<file path="src/rtl/galaksija_pkg.sv">
// Shared types and tape-level encoding for the Galaksija cassette player.
// One byte on tape is 8 bits (LSB first), each bit split into 8 sub-phases.
package galaksija_pkg;

    typedef enum logic [1:0] {
        ST_IDLE  = 2'd0,
        ST_FETCH = 2'd1,
        ST_WAIT  = 2'd2,
        ST_PLAY  = 2'd3
    } tape_state_e;

    localparam logic [2:0] SUB_START   = 3'd0;
    localparam logic [2:0] SUB_DATA    = 3'd4;
    localparam logic [2:0] SUB_LAST    = 3'd7;
    localparam logic [2:0] BIT_LAST    = 3'd7;
    localparam logic       LEVEL_IDLE  = 1'b1;
    localparam logic       LEVEL_PULSE = 1'b0;

    // Every bit starts with a sync pulse; a '1' bit adds a second pulse mid-bit.
    function automatic logic sub_level(input logic [2:0] sub, input logic data_bit);
        logic lvl;
        lvl = LEVEL_IDLE;
        if (sub == SUB_START) begin
            lvl = LEVEL_PULSE;
        end else if ((sub == SUB_DATA) && data_bit) begin
            lvl = LEVEL_PULSE;
        end else begin
            lvl = LEVEL_IDLE;
        end
        return lvl;
    endfunction

endpackage

</file>
<file path="src/rtl/galaksija_tape_timer.sv">
// Tick divider for one tape sub-phase; terminal count is SUB_TICKS or, for the
// inter-byte gap, GAP_TICKS enabled ticks.
module galaksija_tape_timer #(
    parameter int SUB_TICKS = 1152,
    parameter int GAP_TICKS = 13002
) (
    input  logic clk,
    input  logic reset,
    input  logic clear_i,
    input  logic tick_en_i,
    input  logic gap_sel_i,
    output logic done_o
);
    localparam int MAX_TICKS = (GAP_TICKS > SUB_TICKS) ? GAP_TICKS : SUB_TICKS;
    localparam int CNT_W     = $clog2(MAX_TICKS + 1);
    localparam logic [CNT_W-1:0] SUB_LAST_CNT = CNT_W'(SUB_TICKS - 1);
    localparam logic [CNT_W-1:0] GAP_LAST_CNT = CNT_W'(GAP_TICKS - 1);

    logic [CNT_W-1:0] cnt_q;
    logic [CNT_W-1:0] cnt_d;
    logic [CNT_W-1:0] last_cnt;

    assign last_cnt = gap_sel_i ? GAP_LAST_CNT : SUB_LAST_CNT;
    assign done_o   = tick_en_i && (cnt_q == last_cnt);

    // Next tick count: cleared outside playback, wraps at the terminal count.
    always_comb begin
        cnt_d = cnt_q;
        if (clear_i) begin
            cnt_d = '0;
        end else if (tick_en_i) begin
            if (done_o) begin
                cnt_d = '0;
            end else begin
                cnt_d = cnt_q + CNT_W'(1);
            end
        end else begin
            cnt_d = cnt_q;
        end
    end

    // Tick counter register.
    always_ff @(posedge clk) begin
        if (reset) begin
            cnt_q <= '0;
        end else begin
            cnt_q <= cnt_d;
        end
    end

endmodule

</file>
<file path="src/rtl/galaksija_tape_player.sv">
// Replays a downloaded cassette image from SDRAM as a Galaksija tape signal.
// Playback (re)starts on every falling edge of load_active.
module galaksija_tape_player
    import galaksija_pkg::*;
#(
    parameter int ADDR_W    = 14,
    parameter int SUB_TICKS = 1152,
    parameter int GAP_TICKS = 13002
) (
    input  logic              clk,
    input  logic              reset,
    input  logic              ce,
    input  logic              load_active,
    input  logic              load_wr,
    input  logic [ADDR_W-1:0] load_addr,
    output logic              rd_req,
    output logic [ADDR_W-1:0] rd_addr,
    input  logic              rd_ack,
    input  logic [7:0]        rd_data,
    input  logic              abort,
    output logic              tape_bit,
    output logic              playing,
    output logic [ADDR_W-1:0] addr_max,
    output logic [ADDR_W-1:0] byte_pos
);
    tape_state_e       state_q, state_d;
    logic              load_active_q;
    logic [ADDR_W-1:0] addr_max_q, addr_max_d;
    logic [ADDR_W-1:0] byte_pos_q, byte_pos_d;
    logic              rd_req_q, rd_req_d;
    logic [ADDR_W-1:0] rd_addr_q, rd_addr_d;
    logic              tape_bit_q, tape_bit_d;
    logic              playing_q, playing_d;
    logic [2:0]        bit_q, bit_d;
    logic [2:0]        sub_q, sub_d;
    logic [7:0]        data_q, data_d;

    logic              start_edge;
    logic              sub_done;
    logic [2:0]        next_bit;
    logic [2:0]        next_sub;

    assign start_edge = load_active_q && !load_active;
    assign next_bit   = bit_q + 3'd1;
    assign next_sub   = sub_q + 3'd1;

    galaksija_tape_timer #(
        .SUB_TICKS (SUB_TICKS),
        .GAP_TICKS (GAP_TICKS)
    ) u_timer (
        .clk       (clk),
        .reset     (reset),
        .clear_i   (state_q != ST_PLAY),
        .tick_en_i (ce && (state_q == ST_PLAY)),
        .gap_sel_i ((bit_q == BIT_LAST) && (sub_q == SUB_LAST)),
        .done_o    (sub_done)
    );

    // Next-state and registered-output logic; start beats abort beats normal flow.
    always_comb begin
        state_d    = state_q;
        addr_max_d = addr_max_q;
        byte_pos_d = byte_pos_q;
        rd_req_d   = rd_req_q;
        rd_addr_d  = rd_addr_q;
        tape_bit_d = tape_bit_q;
        bit_d      = bit_q;
        sub_d      = sub_q;
        data_d     = data_q;

        if (load_active && load_wr) begin
            addr_max_d = load_addr;
        end else begin
            addr_max_d = addr_max_q;
        end

        if (start_edge) begin
            state_d    = ST_FETCH;
            byte_pos_d = '0;
            rd_req_d   = 1'b0;
            tape_bit_d = LEVEL_IDLE;
            bit_d      = 3'd0;
            sub_d      = 3'd0;
        end else if (abort) begin
            state_d    = ST_IDLE;
            rd_req_d   = 1'b0;
            tape_bit_d = LEVEL_IDLE;
        end else begin
            case (state_q)
                ST_IDLE: begin
                    rd_req_d   = 1'b0;
                    tape_bit_d = LEVEL_IDLE;
                end
                ST_FETCH: begin
                    rd_req_d  = 1'b1;
                    rd_addr_d = byte_pos_q;
                    state_d   = ST_WAIT;
                end
                ST_WAIT: begin
                    if (rd_ack) begin
                        data_d     = rd_data;
                        rd_req_d   = 1'b0;
                        bit_d      = 3'd0;
                        sub_d      = 3'd0;
                        tape_bit_d = sub_level(SUB_START, rd_data[0]);
                        state_d    = ST_PLAY;
                    end else begin
                        rd_req_d = 1'b1;
                    end
                end
                ST_PLAY: begin
                    if (!sub_done) begin
                        sub_d = sub_q;
                    end else if (sub_q != SUB_LAST) begin
                        sub_d      = next_sub;
                        tape_bit_d = sub_level(next_sub, data_q[bit_q]);
                    end else if (bit_q != BIT_LAST) begin
                        bit_d      = next_bit;
                        sub_d      = SUB_START;
                        tape_bit_d = sub_level(SUB_START, data_q[next_bit]);
                    end else begin
                        // End of byte; the all-ones guard keeps byte_pos from wrapping
                        // if addr_max was rewritten below it mid-playback.
                        bit_d      = 3'd0;
                        sub_d      = 3'd0;
                        tape_bit_d = LEVEL_IDLE;
                        if ((byte_pos_q == addr_max_q) || (&byte_pos_q)) begin
                            state_d = ST_IDLE;
                        end else begin
                            byte_pos_d = byte_pos_q + ADDR_W'(1);
                            state_d    = ST_FETCH;
                        end
                    end
                end
                default: begin
                    state_d    = ST_IDLE;
                    rd_req_d   = 1'b0;
                    tape_bit_d = LEVEL_IDLE;
                end
            endcase
        end

        playing_d = (state_d != ST_IDLE);
    end

    // State and output registers.
    always_ff @(posedge clk) begin
        if (reset) begin
            state_q       <= ST_IDLE;
            load_active_q <= 1'b0;
            addr_max_q    <= '0;
            byte_pos_q    <= '0;
            rd_req_q      <= 1'b0;
            rd_addr_q     <= '0;
            tape_bit_q    <= LEVEL_IDLE;
            playing_q     <= 1'b0;
            bit_q         <= 3'd0;
            sub_q         <= 3'd0;
            data_q        <= 8'd0;
        end else begin
            state_q       <= state_d;
            load_active_q <= load_active;
            addr_max_q    <= addr_max_d;
            byte_pos_q    <= byte_pos_d;
            rd_req_q      <= rd_req_d;
            rd_addr_q     <= rd_addr_d;
            tape_bit_q    <= tape_bit_d;
            playing_q     <= playing_d;
            bit_q         <= bit_d;
            sub_q         <= sub_d;
            data_q        <= data_d;
        end
    end

    assign rd_req   = rd_req_q;
    assign rd_addr  = rd_addr_q;
    assign tape_bit = tape_bit_q;
    assign playing  = playing_q;
    assign addr_max = addr_max_q;
    assign byte_pos = byte_pos_q;

endmodule

</file>
<file path="config.mk">
export PLATFORM = sky130hd
export DESIGN_NAME = galaksija_tape_player
export DESIGN_NICKNAME = d
export VERILOG_FILES = /design/src/rtl/galaksija_pkg.sv /design/src/rtl/galaksija_tape_timer.sv /design/src/rtl/galaksija_tape_player.sv
export SDC_FILE = /design/constraint.sdc
export NUM_CORES = 1
export LEC_CHECK = 0
export BUFFER_PORTS_ARGS = -buffer_cell sky130_fd_sc_hd__buf_2
export CAP_MARGIN = 15
export CELL_PAD_IN_SITES_DETAIL_PLACEMENT = 0
export CELL_PAD_IN_SITES_GLOBAL_PLACEMENT = 1
export CORE_AREA = 2 2 99 91
export CTS_CLUSTER_DIAMETER = 30
export DETAILED_ROUTE_END_ITERATION = 10
export DIE_AREA = 0 0 101 93
export PLACE_DENSITY = 0.87
export SYNTH_ARGS = -nofsm -noshare
export SYNTH_HDL_FRONTEND = slang
export SYNTH_SLANG_ARGS = --single-unit
export TNS_END_PERCENT = 20
</file>
<file path="constraint.sdc">
create_clock -name clk -period 7.4 [get_ports clk]
set_clock_uncertainty 0.15 [all_clocks]
set_input_delay 1.48 -clock clk [delete_from_list [all_inputs] [get_ports clk]]
set_output_delay 1.48 -clock clk [all_outputs]
set_load 0.1 [all_outputs]
</file>
# Word-level counts from Yosys, hierarchy flattened
# Index checks and enable logic that the tools add are counted.
word_totals:
  reg_bits: 76
  input_bits: 29
classes:
  add_sub_neg: 4
  n_lt_le_gt_ge: 1
  n_eq_ne: 14
  mux: 29
  bitwise: 5
  n_reduce_logical: 24
ops:
  columns: ["cell", "n"]
  rows:
  - ["14-bit by 1-bit adder with 14-bit output (second input constant)", 2]
  - ["14-bit equality test", 2]
  - ["14-bit two-way mux", 2]
  - ["3-bit two-way mux", 6]
  - ["14-bit AND reduction", 1]
  - ["2-bit two-way mux", 6]
  - ["3-bit one-hot mux with 2 select lines", 2]
  - ["3-bit equality test (second input constant)", 3]
  - ["1-bit two-way mux", 9]
  - ["2-bit inequality test (second input constant)", 4]
  - ["4-bit AND reduction", 2]
  - ["3-bit by 1-bit adder with 3-bit output (second input constant)", 2]
  - ["1-bit logical AND", 6]
  - ["3-bit inequality test (second input constant)", 2]
  - ["1-bit one-hot mux with 3 select lines", 2]
  - ["2-bit one-hot mux with 3 select lines", 1]
  - ["3-bit AND reduction", 2]
  - ["6-bit AND reduction", 1]
  - ["3-bit nonzero test", 2]
  - ["1-bit NOT", 5]
  - ["5-bit AND reduction", 1]
  - ["2-bit equality test (second input constant)", 2]
  - ["3-bit by 4-bit less-than comparator with 1-bit output (second input constant)", 1]
  - ["2-bit nonzero test", 2]
  - ["8 further kinds", 9]

# Logic depth before layout (Yosys ltp)
depth:
  depth_word: 10
  depth_mapped: 11

# Cells and area by module
# From an unflattened synthesis, not the netlist that was laid out.
unflattened:
  cells_unflattened: 457
  hier_area_um2: 3867.5
modules_own_cells:
  columns: ["mod", "instances", "cells_per_inst", "area_per_inst_um2", "seq_area_each_um2"]
  rows:
  - ["galaksija_tape_player", 1, 372, 3116.7, 1241.2]
  - ["galaksija_tape_timer", 1, 85, 750.7, 280.3]

# Worst setup path before layout
# No wires, ideal clock.
synth_path:
  path_kind: "input -> register"
  start: "in ce"
  end: "reg byte_pos_q[11] (netlist: byte_pos[11])"
  arrival_ns: 3.207
  t_required_ns: 7.180
  slack_ns: 3.972
  cell_stages: 7
  path_cell_list: "nand4_1 -> nor4b_2 -> nand2_1 -> or4_1 -> buf_2 -> or4_1 -> a21oi_1"
synth_between:
  elab_chain_cells: 3
synth_rtl:
  columns: ["item", "line_no", "text"]
  rows:
  - ["start: declaration", "galaksija_tape_player.sv:12", "input logic ce,"]
  - ["1-bit logical AND", "galaksija_tape_player.sv:54", ".tick_en_i (ce && (state_q == ST_PLAY)),"]
  - ["1-bit logical AND", "galaksija_tape_timer.sv:24", "assign done_o = tick_en_i && (cnt_q == last_cnt);"]
  - ["6-bit AND reduction (no source line)", null, null]
  - ["end signal: assignment", "galaksija_tape_player.sv:164", "byte_pos_q <= byte_pos_d;"]
  - ["end: declaration", "galaksija_tape_player.sv:29", "logic [ADDR_W-1:0] byte_pos_q, byte_pos_d;"]
# No other way between the ends.
# A chain may end at the register's enable or synchronous reset.

# Worst setup path in the final report
layout_path:
  start: "in ce"
  end: "reg byte_pos_q[7] (netlist: byte_pos[7])"
# Same word-level chain as after synthesis.

==> impl_metrics.tcl <==
set metrics [dict create \
    setup_viol 0 \
    tns_ns 0 \
    post-route-drc-count 0 \
    fin_crit_sh_pct 50.3 \
    clockPowerShare_pct 36.1 \
    routed_via_density 5.28 \
    yosys.area.top_type "dfxtp_1" \
    grt_pass1_wl_mm 13.7 \
    drt_iter0_markers 206 \
    regArea_um2 1520 \
    synth.ff_latch_count 76 \
    p_comb_share_pct 9.2 \
    synth_area_per_cell_um2 8.35 \
    cts_sinks 76 \
    cts_tree "built" \
    seq_power_share_pct 54.7 \
    reg2reg_depth 7 \
    ff2ff_setup_slack_ns 3.96 \
    met1_length_mm 4.19 \
    grt.total_usage_pct 18.5 \
    synth_edf_count 0 \
    grt_overflow 0 \
    worst_pin_slew_ns 0.798 \
    finalHoldViolCount 0 \
    cpMostUsedCell "or4_1" \
    dr.pass1.iters 4 \
    slew_viol_final 0 \
    worstPathArrival_ns 3.86 \
    start_util_pct 41.8 \
    coreArea_um2 8410 \
    port_buffers 73 \
    outcome "finished, final reports clean" \
    antenna_found_initial 0 \
    cts_buffers 9 \
    synth_cell_types 42 \
    worst_path_largest_cell_delay_ns 0.89 \
    ys.flop_type "dfxtp_1" \
    nFillCells 843 \
    clock-root-buffer "clkbuf_8" \
    num_vias 3128 \
    p_sw_share_pct 27.7 \
    synth.net_count 462 \
    top_layer "met4" \
    io_pins 74 \
    die-area_um2 9390 \
    yosys-top-cells-area "dfxtp_1, nand2_1, a21oi_1" \
    power.density_nw_per_um2 187 \
    max_freq_mhz 269 \
    rows 32 \
    synth_top_area_share_pct 43.3 \
    multi_input_area_um2 1890 \
    worst_hold_slack_ns 0.304 \
    max-cap-violations 0 \
    required_ns 7.54 \
    hp-class "register to register" \
    relSlewSlack_pct 46.8 \
    wl_met2_mm 3.52 \
    antenna_cells 0 \
    die_width_um 101 \
    critPathCaptureType "register" \
    ant_nets 0 \
    nets 526 \
    cts_setup_buffers 0 \
    dp.final_hpwl_mm 6.03 \
    syn_area_um2 3510 \
    cts_hold_buffers 0 \
    grt_pass1_vias 2709 \
    p_leak_nw 1.55 \
    layout-drive-gt1-share_pct 18.8 \
    hold_depth 2 \
    die_h_um 93 \
    cts_buffer_depth 2 \
    wirelength_mm 8.37 \
    rsz0062_at_grt "no" \
    postSynthCellCount 421 \
    cp_slowest_cell "or4_1" \
    ys_seq_area_share_pct 43.3 \
    criticalPathCategory "input pin to register" \
    place.gp.congestion 0.848 \
    fin_crit_ns 3.72 \
    cp-start-kind "input pin" \
    cts.clk_slew.worst_paths_ns 0.08 \
    p_sw_uw 212 \
    wire_per_inst_um 14.1 \
    peakVddDrop_mv 0.126 \
    cp_max_fo 26 \
    final_util_pct 48.6 \
    insertion_delay_ns 0.36 \
    async_flop_share_pct 0 \
    area_growth_pct 16.4 \
    met3WireLength_um 557 \
    cp_cell_sequence "buf_2, nand4_1, nor4b_2, nand2_1, or4_1, or4_1, a21oi_1" \
    grt_max_degree 43 \
    ys_warn_count 0 \
    p_int_uw 553 \
    cts_max_level 3 \
    cts_resized 0 \
]
-- cell families (layout without fill, tap and decap cells) --
logic type | Yosys count | after routing | share of synthesized area, %
xor gates and xnor gates | 26 | 26 | 6.48
buffers and inverters | 24 | 93 | 2.85
AOI/OAI and AO/OA | 76 | 76 | 12.9
adders and majority gates | 12 | 12 | 4.27
and+or+nand+nor | 195 | 195 | 26.4
muxes | 12 | 12 | 3.78
DFF | 76 | 76 | 43.3
-- stage by stage --
step | setup WS [ns] | total power [mW] | cell area (um^2) | instances
floorplan | 3.97 | 0.479 | 3510 | 421
global placement | 3.38 | 0.497 | 3920 | 576
detailed placement | 3.31 | 0.498 | 3920 | 576
CTS | 3.68 | 0.772 | 4090 | 592
global route | 3.48 | 0.796 | 4090 | 592
finish | 3.68 | 0.765 | 4090 | 592
-- area by class of cell --
cell class | count | share of cell area [%]
repair buffers | 73 | 8.93
multi-input cells | 321 | 46.3
flip-flops and latches | 76 | 37.2
well taps | 102 | 3.12
clock buffers | 10 | 3.12
inverters | 4 | 0.367
clock inverters | 6 | 1.01
-- path summary, 6_finish.rpt --
kind / startpoint / to
max: ce / byte_pos[7]
min: rd_addr[10] / rd_addr[10]
max reg2reg: state_q[0] / byte_pos[7]
min reg2reg: rd_addr[10] / rd_addr[10]
-- synth_stat cells, types with 3 or more instances --
master	n
nand2_1	82
dfxtp_1	76
a21oi_1	43
nor2_1	38
xnor2_1	19
clkbuf_1	17
nand3_1	14
ha_1	12
mux2i_1	11
or3_1	11
nand4_1	9
o21ai_0	9
or4_1	7
xor2_1	7
nor2b_1	6
nor4_1	6
and3_1	4
inv_1	4
nand2b_1	4
o31ai_1	4
nand4b_1	3
nor3_1	3
o211ai_1	3
o21a_1	3
o21bai_1	3
-- sequential cells by signal, summed over array words and instances, names as in the netlist --
signal and cells:
addr_max 14, bit_q 3, byte_pos 14, data_q 8, load_active_q 1, playing 1, rd_addr 14, rd_req 1
state_q 2, sub_q 3, tape_bit 1, u_timer.cnt_q 14
-- power groups by stage --
stage                     clock network, mW  logic, mW  registers [mW]
after floorplan                           0     0.0236           0.456
after global placement                    0     0.0695           0.428
after detailed placement                  0     0.0705           0.428
after CTS                             0.283     0.0706           0.418
after global routing                  0.301     0.0757           0.419
final                                 0.276     0.0703           0.418
-- critical path, delay by kind of cell --
family | cells | cell delay, ns
buf+inv | 1 | 0.13
simple gates | 5 | 2.07
compound gates | 1 | 0.16
-- cells in the final DEF, fill, tap and decap left out, types with 2 or more instances in the layout --
cell type and n:
clkinv_4 3, xnor2_1 19, dfxtp_1 76, nand4b_1 3, mux2i_1 11, and2_0 2, a21oi_1 43, o21bai_1 3
nand2_1 82, nand3_1 14, nand4_1 9, a32o_1 2, nor2b_1 6, o211ai_1 3, and2_1 2, or4_1 7
clkbuf_8 9, nor2_1 38, buf_2 73, xor2_1 7, nand2b_1 4, clkinv_2 3, ha_1 12, a211oi_1 2
or3_1 11, o31ai_1 4, nor4_1 6, nor3_1 3, o21ai_0 9, inv_1 4, and3_1 4, a311oi_1 2
o21a_1 3
-- layer usage --
layer | vias up | GRT usage, %
met5 | - | 0
met4 | 0 | 6.19
met3 | 9 | 4.26
met2 | 96 | 25.4
met1 | 1421 | 28.0
li1 | 1602 | -
(Power assumes the default switching activity.)
